$ cat config.mk
export PLATFORM = sky130hd
export DESIGN_NAME = dmem_arbiter
export DESIGN_NICKNAME = d
export VERILOG_FILES = /design/src/rtl/dmem_arbiter.sv
export SDC_FILE = /design/constraint.sdc
export NUM_CORES = 1
export LEC_CHECK = 0
export CAP_MARGIN = 25
export CORE_MARGIN = 10
export CORE_UTILIZATION = 35
export DETAILED_ROUTE_END_ITERATION = 6
export DONT_BUFFER_PORTS = 1
export MAX_ROUTING_LAYER = met4
export PLACE_DENSITY = 0.59
export SYNTH_ARGS = -nofsm -noshare
export SYNTH_HDL_FRONTEND = slang
export SYNTH_SLANG_ARGS = --single-unit
$ cat constraint.sdc
create_clock -name clk -period 2.49 [get_ports clk]
set_input_delay 0.498 -clock clk [delete_from_list [all_inputs] [get_ports clk]]
set_output_delay 0.498 -clock clk [all_outputs]
set_load 0.01 [all_outputs]
$ cat src/rtl/dmem_arbiter.sv
// dmem_arbiter: two-requester arbiter/sequencer in front of a word-wide,
// big-endian DataMem that has no byte writes. Requester 0 is the core
// load/store path and requester 1 is the DMA/debug port. Sub-word stores are
// turned into an atomic read-modify-write.
//
// Optional feature macro: DMEM_ARB_FIXED_PRIO_EN
//   defined   -> requester 0 always wins when both are valid
//   undefined -> round-robin (the requester that was not granted last wins)
//
// Handshake: request i is accepted in the cycle where req_valid[i] and
// req_ready[i] are both 1. The requester holds valid/we/be/addr/wdata stable
// until then and cannot cancel afterwards. Each accepted request gets exactly
// one rsp_valid[i] pulse later (load data on rsp_rdata in that same cycle).
// req_ready is asserted only in IDLE, and for at most one requester.
module dmem_arbiter #(
   parameter int N    = 32,
   parameter int NREQ = 2
) (
   input  logic                      clk,
   input  logic                      rstn,
   input  logic [NREQ-1:0]           req_valid,
   output logic [NREQ-1:0]           req_ready,
   input  logic [NREQ-1:0]           req_we,
   input  logic [NREQ-1:0][3:0]      req_be,
   input  logic [NREQ-1:0][N-1:0]    req_addr,
   input  logic [NREQ-1:0][N-1:0]    req_wdata,
   output logic [NREQ-1:0]           rsp_valid,
   output logic [N-1:0]              rsp_rdata,
   output logic                      mem_readEn,
   output logic                      mem_writeEn,
   output logic [N-1:0]              mem_address,
   output logic [N-1:0]              mem_datain,
   input  logic [N-1:0]              mem_dataout,
   output logic [1:0]                state_dbg
);

   localparam logic [1:0] S_IDLE   = 2'd0;
   localparam logic [1:0] S_EXEC   = 2'd1;
   localparam logic [1:0] S_RMW_WR = 2'd2;

   logic [1:0]   state;
   logic         last_grant;
   logic         owner_q;
   logic         we_q;
   logic [3:0]   be_q;
   logic [N-1:0] addr_q;
   logic [N-1:0] wdata_q;
   logic [N-1:0] merge_q;

   logic         grant;
   logic         be_partial;
   logic         be_full;
   logic [N-1:0] be_mask;
   logic [1:0]   owner_onehot;

   assign state_dbg    = state;
   assign be_full      = (be_q == 4'hF);
   assign be_partial   = (be_q != 4'hF) && (be_q != 4'h0);
   assign owner_onehot = {owner_q, ~owner_q};

   // be[3] selects the most significant byte lane (byte offset 0, big-endian)
   assign be_mask = {{(N/4){be_q[3]}}, {(N/4){be_q[2]}},
                     {(N/4){be_q[1]}}, {(N/4){be_q[0]}}};

   // Arbitration: a lone requester wins; on a tie the policy decides
   always_comb begin
      grant = 1'b0;
      if (req_valid[0] && !req_valid[1]) begin
         grant = 1'b0;
      end else if (req_valid[1] && !req_valid[0]) begin
         grant = 1'b1;
      end else begin
`ifdef DMEM_ARB_FIXED_PRIO_EN
         grant = 1'b0;
`else
         grant = ~last_grant;
`endif
      end
   end

   // Accept strobe: only in IDLE, one-hot to the winner
   always_comb begin
      req_ready = '0;
      if ((state == S_IDLE) && (|req_valid)) begin
         req_ready[grant] = 1'b1;
      end
   end

   // DataMem controls decoded purely from the registered state
   always_comb begin
      mem_readEn  = 1'b0;
      mem_writeEn = 1'b0;
      mem_datain  = '0;
      mem_address = {addr_q[N-1:2], 2'b00};
      case (state)
         S_EXEC: begin
            if (!we_q || be_partial) begin
               mem_readEn = 1'b1;
            end else if (be_full) begin
               mem_writeEn = 1'b1;
               mem_datain  = wdata_q;
            end
         end
         S_RMW_WR: begin
            mem_writeEn = 1'b1;
            mem_datain  = merge_q;
         end
         default: begin
            mem_readEn  = 1'b0;
            mem_writeEn = 1'b0;
         end
      endcase
   end

   // Sequencer: latch the granted request, run the access, pulse the response
   always_ff @(posedge clk or negedge rstn) begin
      if (!rstn) begin
         state      <= S_IDLE;
         last_grant <= 1'b1;
         owner_q    <= 1'b0;
         we_q       <= 1'b0;
         be_q       <= 4'h0;
         addr_q     <= '0;
         wdata_q    <= '0;
         merge_q    <= '0;
         rsp_valid  <= '0;
         rsp_rdata  <= '0;
      end else begin
         rsp_valid <= '0;
         case (state)
            S_IDLE: begin
               if (|req_valid) begin
                  owner_q    <= grant;
                  last_grant <= grant;
                  we_q       <= req_we[grant];
                  be_q       <= req_be[grant];
                  addr_q     <= req_addr[grant];
                  wdata_q    <= req_wdata[grant];
                  state      <= S_EXEC;
               end
            end
            S_EXEC: begin
               if (!we_q) begin
                  rsp_rdata <= mem_dataout;
                  rsp_valid <= owner_onehot;
                  state     <= S_IDLE;
               end else if (be_partial) begin
                  // The other requester stays locked out until RMW_WR finishes
                  merge_q <= (mem_dataout & ~be_mask) | (wdata_q & be_mask);
                  state   <= S_RMW_WR;
               end else begin
                  // Full-word store or empty byte enable: single cycle, then ack
                  rsp_valid <= owner_onehot;
                  state     <= S_IDLE;
               end
            end
            S_RMW_WR: begin
               rsp_valid <= owner_onehot;
               state     <= S_IDLE;
            end
            default: begin
               state <= S_IDLE;
            end
         endcase
      end
   end

endmodule

==> Yosys cells after proc, flatten, opt, wreduce, memory -nomap -nowiden <==
Index checks and enable logic that the tools add are counted.
{ "classes": {"n_reduce_logical": 15, "muxes": 28, "n_mul": 0, "shifts": 0, "eq_ne": 5, "div_mod_pow": 0, "order_cmp": 2, "addsub": 0, "bitwise_logic": 7} }
{ "ops": {"columns": ["operator", "n"], "rows": [
  ["$mux W32", 6],
  ["$and A32 B32 Y32", 2],
  ["$pmux W32 S2", 1],
  ["$not A32 Y32", 1],
  ["$or A32 B32 Y32", 1],
  ["$mux W2", 6],
  ["$mux W1", 9],
  ["$mux W4", 2],
  ["$pmux W2 S2", 2],
  ["$logic_and A1 B1 Y1", 5],
  ["$eq A4 B4 Y1 const B", 1],
  ["$ne A4 B4 Y1 const B", 1],
  ["$reduce_and A2 Y1", 2],
  ["$reduce_bool A4 Y1", 1],
  ["$logic_not A1 Y1", 3],
  ["$not A1 Y1", 3],
  ["$reduce_and A3 Y1", 1],
  ["$eq A2 B1 Y1 const B", 1],
  ["$eq A2 B2 Y1 const B", 1],
  ["$logic_not A2 Y1", 1],
  ["$lt A1 B2 Y1 const B", 1],
  ["$ne A2 B1 Y1 const B", 1],
  ["$pmux W1 S2", 1],
  ["$reduce_or A2 Y1", 1],
  ["3 further kinds", 3]
]} }
{ "totals": {"rom_bits": 0, "wordCells": 67, "latchBits": 0, "out_inout_bits": 104, "register_bits": 139, "mem_count": 0, "ram_bits": 0} }

==> Longest topological paths before layout <==
{ "depth": {"depth_word": 9, "depth_mapped": 7, "mapped_depth_nobuf": 5} }

==> Least setup slack after synthesis <==
Ideal clock, no wire load.
{ "synth_timing": {"path_type": "reg2out", "from": "reg state[1], in the netlist state_dbg[1]", "to": "out mem_datain[11]", "path_buffers": 2, "arrival_time_ps": 1546, "stages_incl_launch_ff": 8, "slack_ps": 446, "path_cell_list": "dfrtp_1 > inv_1 > ha_1 > and2_1 > buf_4 > clkbuf_1 > a32oi_1 > nor2b_1"} }
{ "synth_between": {"elab_chain_len": 2, "elab_cells_between_ends": 3, "cone_classes": "eq/ne: 2; mux: 1"} }
{ "synth_rtl": {"columns": ["item", "line", "text"], "rows": [
  ["start, declared", "41", "logic [1:0] state;"],
  ["start signal, assigned", "118", "state <= S_IDLE;"],
  ["start signal, assigned", "139", "state <= S_EXEC;"],
  ["start signal, assigned", "146", "state <= S_IDLE;"],
  ["$eq A2 B2 Y1 or $eq A2 B1 Y1 (tied branches)", "95", "case (state)"],
  ["$pmux W32 S2 (*)", "95", null],
  ["end, declared", "32", "output logic [N-1:0] mem_datain,"]
]} }
Every way passes the cells marked *; elsewhere a longest branch is shown, timed or not.

==> Final worst setup path <==
{ "layout_timing": {"from": "reg state[1], in the netlist state_dbg[1]", "to": "out mem_datain[13]"} }
Same word-level chain as after synthesis.

==> flow_metrics.tcl <==
set metrics [dict create \
    outcome "finished with violations" \
    violations "hold timing" \
    grt_use_met3 0.0647 \
    cts_tree "done" \
    synth_flop_cell "dfrtp_1" \
    synthCells 515 \
    yosys-top-cells-count "136 x dfrtp_1, 95 x mux2_2, 67 x a221o_1, 53 x and2_1, 33 x nor2b_1" \
    fp.dieArea_um2 24600 \
    yosysTopAreaCellShare 0.518 \
    core_um2 18600 \
    timing.hold.ws_ps -223 \
    io_buffer_count 0 \
    design_area_um2 7720 \
    muxShareOfSynthArea 0.168 \
    grt_pass1_wl_um 30600 \
    p_leak_nw 3.13 \
    die_w_um 157 \
    reg2reg_depth 7 \
    num_rows 50 \
    ir_worst_vdd_v 0.000608 \
    synthAdderAreaFrac 0.00572 \
    met1_usage 0.188 \
    num_vias 4450 \
    htree_num_levels 4 \
    grt_pass1_vias 5027 \
    area_growth_pct 17.6 \
    drc_errors 0 \
    end_kind "primary output" \
    arrival_ps 1940 \
    syn_area_um2 6570 \
    wire_per_inst_um 27.1 \
    nNetsFinal 692 \
    first_pass_iters 4 \
    setup_tns_ps 0 \
    cts_sinks 137 \
    hold_path_class "in -> async" \
    drtIter0Drc 216 \
    placed_area_um2 6920 \
    ant_nets 0 \
    synth_top_family_by_area "multiplexers" \
    start_util 0.353 \
    crit_path_max_fanout 5 \
    use_met2 0.274 \
    busiest_layer "met2" \
    synth-compound-area-share 0.154 \
    layout-drive-gt1-share 0.377 \
    finalHoldViolations 136 \
    ios 278 \
    maxSlewViolCount 0 \
    synthSimpleGateAreaFrac 0.111 \
    wl_um 20700 \
    place_congestion 0.722 \
    final_util 0.415 \
    rr_endpoint "merge_q[8]" \
    start_kind "register" \
    setup_violations 0 \
    clockBufferDepth 2 \
    slew_headroom 0.540 \
    n_antenna_cell 0 \
    fin_worst_skew_ps 9.56 \
    routed_via_density 5.84 \
    synthXorXnorAreaFrac 0 \
    synth_enable_flop_cells 0 \
    power.density_nw_per_um2 1510 \
    fillCellCount 1751 \
    grt_max_degree 138 \
    max_freq_ghz 0.411 \
    ctsRootBufferMaster "clkbuf_16" \
    worstMarginPinSlew_ps 688 \
    netlist.top_cell.by_area "dfrtp_1" \
    synth.distinct_cells 31 \
    synth-seq-area-share 0.522 \
    max_cap_violations 0 \
    grt_setup_unrepaired "true" \
    yosysMostFrequentCell "dfrtp_1" \
    synth_seq_cells 137 \
    cts_buffers 17 \
    track_usage 0.167 \
    r2r_slack_ps 340 \
    hpwl_um 14400 \
    fin_crit_sh 0.978 \
    async_flop_share 1.00 \
    yosys_warnings 0 \
    die_h_um 157 \
    antenna_found_initial 0 \
    crit_required_ps 1990 \
    post_synth.cell_area_avg_um2 12.7 \
    yosys-top-cells-area "dfrtp_1 52%, mux2_2 16%, a221o_1 10%, and2_1 5.1%, a32oi_1 4.3%" \
    path_clk_slew_ps 60 \
    insertion_delay_ps 410 \
    rr_startpoint "state_dbg[1]" \
    period_needed_ps 2440 \
    crit_type "reg -> out" \
    globalRouteOverflowTotal 0 \
]
## worst max path at each step
stage / from / end / slack [ps] / cells after the start
6_report: state_dbg[1] / mem_datain[13] / 50 / 7
5_1_grt: state_dbg[1] / mem_datain[13] / -50 / 7
4_1_cts: state_dbg[1] / mem_datain[16] / 10 / 7
3_5_place_dp: state_dbg[1] / merge_q[0] / 200 / 7
3_3_place_gp: state_dbg[1] / merge_q[12] / 230 / 7
2_1_floorplan: state_dbg[1] / mem_datain[11] / 450 / 7
## state kept, by name (all words and copies together), names as in the netlist
signal / flops
state_dbg: 2
merge_q: 32
we_q: 1
owner_q: 1
rsp_rdata: 32
rsp_valid: 2
be_q: 4
addr_q: 30
last_grant: 1
wdata_q: 32
## metal layers
layer / vias up / share of wire
li1: 1947 / -
met1: 2296 / 0.40
met2: 194 / 0.50
met3: 13 / 0.090
met4: 0 / 0.012
met5: - / 0
## report_power, final
part | total, mW | switching, mW | internal [mW]
sequential | 4.42 | 1.05 | 3.37
combinational | 4.55 | 2.09 | 2.46
clock | 2.68 | 1.06 | 1.63
## worst max-delay path: stages, from the launching register on
cell and delay (ps):
dfrtp_2 460, inv_2 80, ha_4 180, and2_4 200
clkbuf_16 170, a32oi_1 210, nor2b_1 70, buf_4 140
## cell usage in the layout, fill, tap and decap left out, types with 2 or more instances in the layout
cell type    n
conb_1       2
and2_1      52
nor2b_2     26
dfrtp_1    134
buf_12       5
bufinv_16    3
inv_1        3
nand3_1      2
mux2_4       2
inv_6        5
a221o_1     67
buf_4       20
nand2_1      4
mux2_2      95
o21ai_0      2
clkinv_4     5
nor2b_1      7
and2_0      16
dfrtp_2      2
a21o_1       2
clkbuf_16   19
a32oi_1     31
a21oi_4      2
## cells by family (layout without fill, tap and decap cells)
| logic type | Yosys count | after routing |
|---|---|---|
| other cells | 1 | 2 |
| compound gates | 109 | 109 |
| buf+inv | 53 | 65 |
| simple gates | 115 | 115 |
| mux | 97 | 97 |
| flops | 137 | 137 |
| fa+ha+maj | 3 | 3 |
## through the flow
step,std cells,setup slack (ps),power (mW)
2_1_floorplan,516,446,7.46
3_3_place_gp,726,229,8.62
3_5_place_dp,726,199,8.80
4_1_cts,759,10.3,11.7
5_1_grt,762,-50.3,12.4
6_report,762,54.2,11.7
## what timing repair did
action                                  4_1_cts  5_1_grt
endpoints found under the setup margin       33       18
gates resized for setup                      23       12
cloned                                        1        2
endpoints found under the hold margin       137      137
pin swaps                                     0        3
setup buffers                                 0        1
## layout make-up
cell class,count,area [µm²],share of cell area
Clock buffer,18,439,0.0569
Clock inverter,14,185,0.0240
Inverter,4,15.0,0.00195
Multi-Input combinational cell,326,3020,0.391
Sequential cell,137,3430,0.445
Tap cell,234,293,0.0379
Timing Repair Buffer,29,339,0.0439
(Power assumes the default switching activity.)
